**config.mk**
```make
export PLATFORM = sky130hd
export DESIGN_NAME = instr_encoder_flat
export DESIGN_NICKNAME = d
export VERILOG_FILES = /design/src/rtl/instr_encoder_if.sv /design/src/rtl/instr_encoder.sv /design/src/flat_wrapper.sv
export SDC_FILE = /design/constraint.sdc
export NUM_CORES = 1
export LEC_CHECK = 0
export BUFFER_PORTS_ARGS = -buffer_cell sky130_fd_sc_hd__buf_4
export CAP_MARGIN = 5
export CORE_MARGIN = 2
export CORE_UTILIZATION = 40
export DETAILED_ROUTE_END_ITERATION = 10
export MAX_ROUTING_LAYER = met4
export PLACE_DENSITY = 0.73
export REMOVE_ABC_BUFFERS = 1
export SLEW_MARGIN = 25
export SYNTH_ARGS = -nofsm -noshare
export SYNTH_HDL_FRONTEND = slang
export SYNTH_SLANG_ARGS = --single-unit
```
**constraint.sdc**
```tcl
create_clock -name clk -period 2.8 [get_ports clk]
set_clock_uncertainty 0.1 [all_clocks]
set_input_delay 0 -clock clk [delete_from_list [all_inputs] [get_ports clk]]
set_output_delay 0 -clock clk [all_outputs]
set_load 0.005 [all_outputs]
```
**src/rtl/instr_encoder_if.sv**
```systemverilog
// Command/IMEM bus between a program source and the instruction encoder.
// The master drives symbolic commands; the slave (encoder) returns ready and IMEM writes.
interface instr_encoder_if #(
    parameter int ADDR_W = 6
);
    logic              cmd_valid;
    logic              cmd_ready;
    logic [2:0]        cmd_op;
    logic [1:0]        cmd_cond;
    logic              cmd_imm_sel;
    logic              cmd_s;
    logic [3:0]        cmd_rd;
    logic [3:0]        cmd_rn;
    logic [3:0]        cmd_rm;
    logic [23:0]       cmd_imm;
    logic              cmd_last;
    logic              imem_we;
    logic [ADDR_W-1:0] imem_addr;
    logic [31:0]       imem_wdata;

    modport master (
        output cmd_valid, cmd_op, cmd_cond, cmd_imm_sel, cmd_s,
               cmd_rd, cmd_rn, cmd_rm, cmd_imm, cmd_last,
        input  cmd_ready, imem_we, imem_addr, imem_wdata
    );

    modport slave (
        input  cmd_valid, cmd_op, cmd_cond, cmd_imm_sel, cmd_s,
               cmd_rd, cmd_rn, cmd_rm, cmd_imm, cmd_last,
        output cmd_ready, imem_we, imem_addr, imem_wdata
    );
endinterface

```
**src/rtl/instr_encoder.sv**
```systemverilog
// Encodes symbolic ADD/SUB/CMP/MOV/LDR/STR/B/BL commands into ARM words and
// writes them sequentially into IMEM, one cycle after each accepted command.
module instr_encoder #(
    parameter int ADDR_W    = 6,
    parameter int DEPTH     = 64,
    parameter int BASE_ADDR = 0
) (
    input  logic              clk,
    input  logic              reset,
    input  logic              start,
    instr_encoder_if.slave    bus,
    output logic              busy,
    output logic              done,
    output logic              err,
    output logic [ADDR_W:0]   count
);
    typedef enum logic [1:0] {S_IDLE, S_LOAD, S_FLUSH, S_DONE} state_t;

    localparam logic [ADDR_W:0]   DEPTH_C = (ADDR_W+1)'(DEPTH);
    localparam logic [ADDR_W-1:0] BASE_C  = ADDR_W'(BASE_ADDR);

    state_t            state_q, state_d;
    logic              we_q, we_d;
    logic [ADDR_W-1:0] addr_q, addr_d;
    logic [31:0]       wdata_q, wdata_d;
    logic [ADDR_W:0]   count_q, count_d;
    logic              err_q, err_d;
    logic              accept;
    logic              cmd_bad;

    function automatic logic [3:0] cond_bits(input logic [1:0] cond);
        case (cond)
            2'd1:    return 4'b0000;
            2'd2:    return 4'b0001;
            default: return 4'b1110;
        endcase
    endfunction

    function automatic logic [31:0] encode(
        input logic [2:0]  op,
        input logic [1:0]  cond,
        input logic        imm_sel,
        input logic        s,
        input logic [3:0]  rd,
        input logic [3:0]  rn,
        input logic [3:0]  rm,
        input logic [23:0] imm
    );
        logic [3:0]  c;
        logic [3:0]  opc;
        logic [11:0] op2;
        c = cond_bits(cond);
        case (op)
            3'd0, 3'd1, 3'd2, 3'd3: begin
                case (op)
                    3'd0:    opc = 4'b0100;
                    3'd1:    opc = 4'b0010;
                    3'd2:    opc = 4'b1010;
                    default: opc = 4'b1101;
                endcase
                op2 = imm_sel ? {4'h0, imm[7:0]} : {8'h0, rm};
                // CMP always sets flags and has no destination; MOV has no first operand
                return {c, 2'b00, imm_sel, opc, (op == 3'd2) ? 1'b1 : s,
                        (op == 3'd3) ? 4'h0 : rn,
                        (op == 3'd2) ? 4'h0 : rd, op2};
            end
            3'd4, 3'd5: begin
                op2 = imm_sel ? imm[11:0] : {8'h0, rm};
                return {c, 2'b01, ~imm_sel, 4'b1100, (op == 3'd5), rn, rd, op2};
            end
            default:
                return {c, 3'b101, (op == 3'd7), imm};
        endcase
    endfunction

    function automatic logic is_bad(
        input logic [2:0]      op,
        input logic [1:0]      cond,
        input logic            imm_sel,
        input logic [23:0]     imm,
        input logic [ADDR_W:0] cnt
    );
        logic bad;
        bad = (cond == 2'd3) || (cnt == DEPTH_C);
        if (imm_sel && op <= 3'd3 && (|imm[23:8]))
            bad = 1'b1;
        if (imm_sel && (op == 3'd4 || op == 3'd5) && (|imm[23:12]))
            bad = 1'b1;
        return bad;
    endfunction

    assign accept  = bus.cmd_valid && (state_q == S_LOAD);
    assign cmd_bad = is_bad(bus.cmd_op, bus.cmd_cond, bus.cmd_imm_sel,
                            bus.cmd_imm, count_q);

    always_ff @(posedge clk) begin
        if (reset) begin
            state_q <= S_IDLE;
            we_q    <= 1'b0;
            addr_q  <= BASE_C;
            wdata_q <= 32'h0;
            count_q <= '0;
            err_q   <= 1'b0;
        end else begin
            state_q <= state_d;
            we_q    <= we_d;
            addr_q  <= addr_d;
            wdata_q <= wdata_d;
            count_q <= count_d;
            err_q   <= err_d;
        end
    end

    always_comb begin
        state_d = state_q;
        case (state_q)
            S_IDLE:  if (start) state_d = S_LOAD;
            S_LOAD:  if (accept && bus.cmd_last) state_d = S_FLUSH;
            S_FLUSH: state_d = S_DONE;
            default: state_d = S_IDLE;
        endcase
    end

    always_comb begin
        bus.cmd_ready = (state_q == S_LOAD);
        busy          = (state_q != S_IDLE);
        done          = (state_q == S_DONE);
    end

    // Bad commands are consumed without a write; count saturates at DEPTH via the overflow error
    always_comb begin
        we_d    = accept && !cmd_bad;
        addr_d  = addr_q;
        wdata_d = wdata_q;
        count_d = count_q;
        err_d   = err_q;
        if (state_q == S_IDLE && start) begin
            count_d = '0;
            err_d   = 1'b0;
        end
        if (accept && cmd_bad)
            err_d = 1'b1;
        if (we_d) begin
            addr_d  = BASE_C + count_q[ADDR_W-1:0];
            wdata_d = encode(bus.cmd_op, bus.cmd_cond, bus.cmd_imm_sel, bus.cmd_s,
                             bus.cmd_rd, bus.cmd_rn, bus.cmd_rm, bus.cmd_imm);
            count_d = count_q + 1'b1;
        end
    end

    assign bus.imem_we    = we_q;
    assign bus.imem_addr  = addr_q;
    assign bus.imem_wdata = wdata_q;
    assign err            = err_q;
    assign count          = count_q;
endmodule

```
**src/flat_wrapper.sv**
```systemverilog
// flat-port wrapper written by rule: the top's interface ports become plain ports
module instr_encoder_flat 
#(
    parameter int ADDR_W    = 6,
    parameter int DEPTH     = 64,
    parameter int BASE_ADDR = 0
)
  (clk, reset, start, busy, done, err, count, bus_cmd_valid, bus_cmd_op, bus_cmd_cond, bus_cmd_imm_sel, bus_cmd_s, bus_cmd_rd, bus_cmd_rn, bus_cmd_rm, bus_cmd_imm, bus_cmd_last, bus_cmd_ready, bus_imem_we, bus_imem_addr, bus_imem_wdata);
  instr_encoder_if #(.ADDR_W(ADDR_W)) bus_i ();
  input  logic clk;
  input  logic reset;
  input  logic start;
  output logic busy;
  output logic done;
  output logic err;
  output logic [ADDR_W:0] count;
  input wire logic [$bits(bus_i.cmd_valid)-1:0] bus_cmd_valid;
  input wire logic [$bits(bus_i.cmd_op)-1:0] bus_cmd_op;
  input wire logic [$bits(bus_i.cmd_cond)-1:0] bus_cmd_cond;
  input wire logic [$bits(bus_i.cmd_imm_sel)-1:0] bus_cmd_imm_sel;
  input wire logic [$bits(bus_i.cmd_s)-1:0] bus_cmd_s;
  input wire logic [$bits(bus_i.cmd_rd)-1:0] bus_cmd_rd;
  input wire logic [$bits(bus_i.cmd_rn)-1:0] bus_cmd_rn;
  input wire logic [$bits(bus_i.cmd_rm)-1:0] bus_cmd_rm;
  input wire logic [$bits(bus_i.cmd_imm)-1:0] bus_cmd_imm;
  input wire logic [$bits(bus_i.cmd_last)-1:0] bus_cmd_last;
  output wire logic [$bits(bus_i.cmd_ready)-1:0] bus_cmd_ready;
  output wire logic [$bits(bus_i.imem_we)-1:0] bus_imem_we;
  output wire logic [$bits(bus_i.imem_addr)-1:0] bus_imem_addr;
  output wire logic [$bits(bus_i.imem_wdata)-1:0] bus_imem_wdata;
  assign bus_i.cmd_valid = bus_cmd_valid;
  assign bus_i.cmd_op = bus_cmd_op;
  assign bus_i.cmd_cond = bus_cmd_cond;
  assign bus_i.cmd_imm_sel = bus_cmd_imm_sel;
  assign bus_i.cmd_s = bus_cmd_s;
  assign bus_i.cmd_rd = bus_cmd_rd;
  assign bus_i.cmd_rn = bus_cmd_rn;
  assign bus_i.cmd_rm = bus_cmd_rm;
  assign bus_i.cmd_imm = bus_cmd_imm;
  assign bus_i.cmd_last = bus_cmd_last;
  assign bus_cmd_ready = bus_i.cmd_ready;
  assign bus_imem_we = bus_i.imem_we;
  assign bus_imem_addr = bus_i.imem_addr;
  assign bus_imem_wdata = bus_i.imem_wdata;
  instr_encoder #(.ADDR_W(ADDR_W), .DEPTH(DEPTH), .BASE_ADDR(BASE_ADDR)) u_core (.clk(clk), .reset(reset), .start(start), .bus(bus_i), .busy(busy), .done(done), .err(err), .count(count));
endmodule
```
# After elaboration in Yosys (flattened, before gate mapping)
# Cells that the tools add are included.
# word_totals
regBits,49
in_bits,48
# op_classes
n_bitwise,1
n_lt_le_gt_ge,1
n_reduce_logical,22
eq_ne,15
muxes,17
n_addsub,1
# op_table
cell,count
$pmux W28 S2,1
$reduce_or A16 Y1,1
$mux W7,2
$mux W12,1
$pmux W4 S3,1
$reduce_or A12 Y1,1
$eq A3 B3 Y1 const B,3
$logic_and A1 B1 Y1,9
$eq A2 B2 Y1 const B,4
$mux W4,2
$mux W8,1
$pmux W4 S2,1
$add A7 B1 Y7 const B,1
$eq A7 B7 Y1 const B,1
$eq A3 B2 Y1 const B,2
$pmux W2 S3,1
$reduce_bool A2 Y1,3
$mux W1,5
$eq A2 B1 Y1 const B,2
$mux W2,2
$reduce_or A4 Y1,1
$eq A3 B1 Y1 const B,1
$le A3 B2 Y1 const B,1
$logic_not A3 Y1,1
8 further kinds,9

# Logic depth before layout (Yosys ltp)
# logic_depth
ltp_word,8
mapped_depth,8
ltp_nobuf,6

# Least setup slack after synthesis
# Ideal clock, no wire load.
# synth_path
kind,reg-to-reg
from,"reg u_core.count_q[0], in the netlist u_core.count[0]"
to,"reg u_core.wdata_q[4], in the netlist u_core.bus.imem_wdata[4]"
required_time_ns,2.630
n_path_buf,1
stages_incl_launch_ff,8
t_arrival_ns,1.915
slack_ns,0.715
path_cell_list,dfxtp_1 -> inv_1 -> ha_1 -> nor4b_1 -> a221o_1 -> buf_6 -> or4_1 -> a21oi_1
# synth_between
elab_chain_len,6
# synth_lines
item,line_no,source
"start, declared",instr_encoder.sv:26,"logic [ADDR_W:0] count_q, count_d;"
"start signal, assigned",instr_encoder.sv:109,count_q <= count_d;
$eq A7 B7 Y1,instr_encoder.sv:84,bad = (cond == 2'd3) || (cnt == DEPTH_C);
$logic_or A1 B1 Y1,instr_encoder.sv:84,
$mux W1,instr_encoder.sv:85,if (imm_sel && op <= 3'd3 && (|imm[23:8]))
$mux W1,instr_encoder.sv:87,if (imm_sel && (op == 3'd4 || op == 3'd5) && (|imm[23:12]))
$logic_not A1 Y1,instr_encoder.sv:132,we_d = accept && !cmd_bad;
$logic_and A1 B1 Y1,instr_encoder.sv:132,
"end signal, assigned",instr_encoder.sv:108,wdata_q <= wdata_d;
"end, declared",instr_encoder.sv:25,"logic [31:0] wdata_q, wdata_d;"
# No other way between the ends.
# A chain may end at the register's enable or synchronous reset.

# Worst setup path in the final report
# layout_path
from,"reg u_core.count_q[0], in the netlist u_core.count[0]"
to,"reg u_core.wdata_q[0], in the netlist u_core.bus.imem_wdata[0]"
# Same word-level chain as after synthesis.

==> reports/results.ini <==
[final_layout]
filler_cell_count=518
multi_input_comb_area_um2=1414
finalNetCount=471
antenna-diode-count=0
register_area_um2=940.9
flow.area_growth_from_synthesis_pct=46.74
most_common_cell_after_layout_fill_and_taps_aside=sky130_fd_sc_hd__buf_4
layout_common_cells=sky130_fd_sc_hd__buf_4, sky130_fd_sc_hd__dfxtp_1, sky130_fd_sc_hd__dlygate4sd3_1, sky130_fd_sc_hd__a21oi_1, sky130_fd_sc_hd__o31ai_1
drive_above_1_share=0.2867
fin_util=0.6157

[sta]
final.min_clock_period_ps=2406
final_hold_viol_count=0
tightestPinTransition_ps=782.1
timing.final.crit_share=0.8594
finalMaxSlewViolations=0
worst_slew_margin_rel=0.4738
holdWs_ps=2.585
fmax_ghz=0.4156
final-setup-viol-count=0
rsz0062_at_grt=no

[routing]
vias=2887
wl_um=7870
detailedRoute.firstIterationViolations=224
route.detailed.wl_per_inst_um=16.06
postRouteAntennaNets=0
drc=0
routed_via_density=5.892
drtPass1Iterations=4

[flow_run]
cap_viol_max_count=0

[clock_network]
cts_made_buffers=5
clock_tree_from_tritoncts=built
cts_hold_buffers=30
post-cts-setup-buffer-count=0
htree_levels=2
cts_root_buffer=sky130_fd_sc_hd__clkbuf_8
clk_latency_ps=300
worst_setup_hold_path_clk_slew_ps=90
max-clock-path-buffers=2
clock_sink_count=47
cts-resized-gates=0

[yosys]
avgSynthCellArea_um2=8.269
post-synth-top-area-cell=sky130_fd_sc_hd__dfxtp_1
ys_types=38
synthesized_instance_count=304
mappedNetlistArea_um2=2514
synth_area_leaders=sky130_fd_sc_hd__dfxtp_1, sky130_fd_sc_hd__o31ai_1, sky130_fd_sc_hd__a21oi_1
yosysSeqAreaShare=0.3743
ys_seq_elements=47
yosys.area.top_type_share=0.3743
synth-warning-count=0

[power]
power.ir.vdd_worst_mv=0.2573
total_leakage_power_nw=1.460
power_density_nw_per_um2=480.2

[grt]
global_route_wire_length_before_repair_um=13250
overflow=0
grtUsageMet3=0.03479
grt.total_usage=0.2331
grt_antenna_before_repair=0
grt_util_met1=0.2974
grt_pass1_vias=2853
global_route.usage.met2=0.3702
global_route.peak_usage_layer=met2
grt_max_degree=55

[die]
initial_core_utilization=0.4196
boundaryPins=98
std_cell_rows=28
die_height_um=83.27
floorplan.die_area_um2=6934
core_area_um2=5991
die_width_um=83.27

[critical_path]
cp.arrival_ps=2520
critical_path.max_fanout=17
endpoint_kind=register
critical_path_required_ps=2910
path_class=register to register
worstSetupStartpointType=register

[placed_design]
hpwl_um=5043
gp_congestion=0.8023
numPortBuffers=97

[status]
status=complete, no violations

[worst_hold_path]
hp-class=primary input to register

[critical path, stage by stage, from the launching register on]
cell and delay [ps]:
sky130_fd_sc_hd__dfxtp_1 370, sky130_fd_sc_hd__inv_1 90, sky130_fd_sc_hd__ha_1 150, sky130_fd_sc_hd__nor4b_1 580
sky130_fd_sc_hd__a221o_1 290, sky130_fd_sc_hd__buf_4 230, sky130_fd_sc_hd__nor3_1 60, sky130_fd_sc_hd__buf_4 210
sky130_fd_sc_hd__a311oi_1 230
[worst paths after layout]
check                                     start                   endpoint  slack [ps]  cells after the start
worst max-delay path            u_core.count[0]   u_core.bus.imem_wdata[0]         390                      8
worst min-delay path            bus_cmd_imm[15]  u_core.bus.imem_wdata[15]           3                      3
worst max register to register  u_core.count[0]   u_core.bus.imem_wdata[0]         390                      8
worst min register to register       u_core.err                 u_core.err         370                      2
[stage by stage]
stage	setup slack, ps	area (µm²)	cells	TNS (ps)	total power [mW]
after global routing	231.9	3689	490	0	1.873
final	393.7	3689	490	0	1.771
after detailed placement	390.9	3301	453	0	1.326
after floorplan	-488.4	2367	270	-8286	1.041
after CTS	405.1	3689	490	0	1.773
after global placement	555.7	3301	453	0	1.314
[where the power goes]
| group | total [mW] | switching [mW] | internal [mW] |
|---|---|---|---|
| clock | 0.418 | 0.224 | 0.194 |
| sequential | 0.758 | 0.0384 | 0.719 |
| combinational | 0.595 | 0.323 | 0.272 |
[state kept, by name (all words and copies together) (netlist names)]
name	count
u_core.bus.imem_wdata	30
u_core.count	7
u_core.bus.imem_addr	6
u_core.state_q	2
u_core.bus.imem_we	1
u_core.err	1
[cells in the mapped netlist (all sizes together)]
library cell  instances
nand4                21
a311oi                5
buf                   6
a31oi                14
a211oi               10
nand3                 4
nor4b                 1
and2                  2
a22oi                 8
mux2i                 2
ha                    8
a21oi                29
a221oi                2
o21a                  1
o21ai                 9
a311o                 1
o21bai                2
dfxtp                47
nor2b                 3
clkbuf               28
a21boi                3
nand2                19
or2                   1
or4                   9
nand2b                7
a221o                 1
nor3b                 2
inv                  11
nor4                  5
o31ai                24
nor3                  6
o311ai                2
o221ai                4
nor2                  7
[metal layers]
layer / share of wire / routed length (µm)
met1: 0.45 / 3505
met2: 0.48 / 3809
met3: 0.048 / 375
met4: 0.023 / 179
met5: 0 / 0
[kinds of logic (layout without fill, tap and decap cells)]
group                      count (synthesis)  after routing  share of synthesized area
AOI/OAI and AO/OA                        115            115                     0.3096
DFF                                       47             47                     0.3743
buffers and inverters                     45            156                    0.07466
and+or+nand+nor                           87             87                     0.1936
muxes                                      2              2                   0.007964
adders and majority gates                  8              8                    0.03982
[cell type report]
class,count,share of cell area
clock inverter,1,0.001357
timing repair buffer,138,0.3012
multi-input combinational,212,0.3833
clock buffer,6,0.02239
sequential,47,0.2551
tap,75,0.02544
inverter,11,0.01119
No activity file was read; power rests on OpenSTA's default activity.
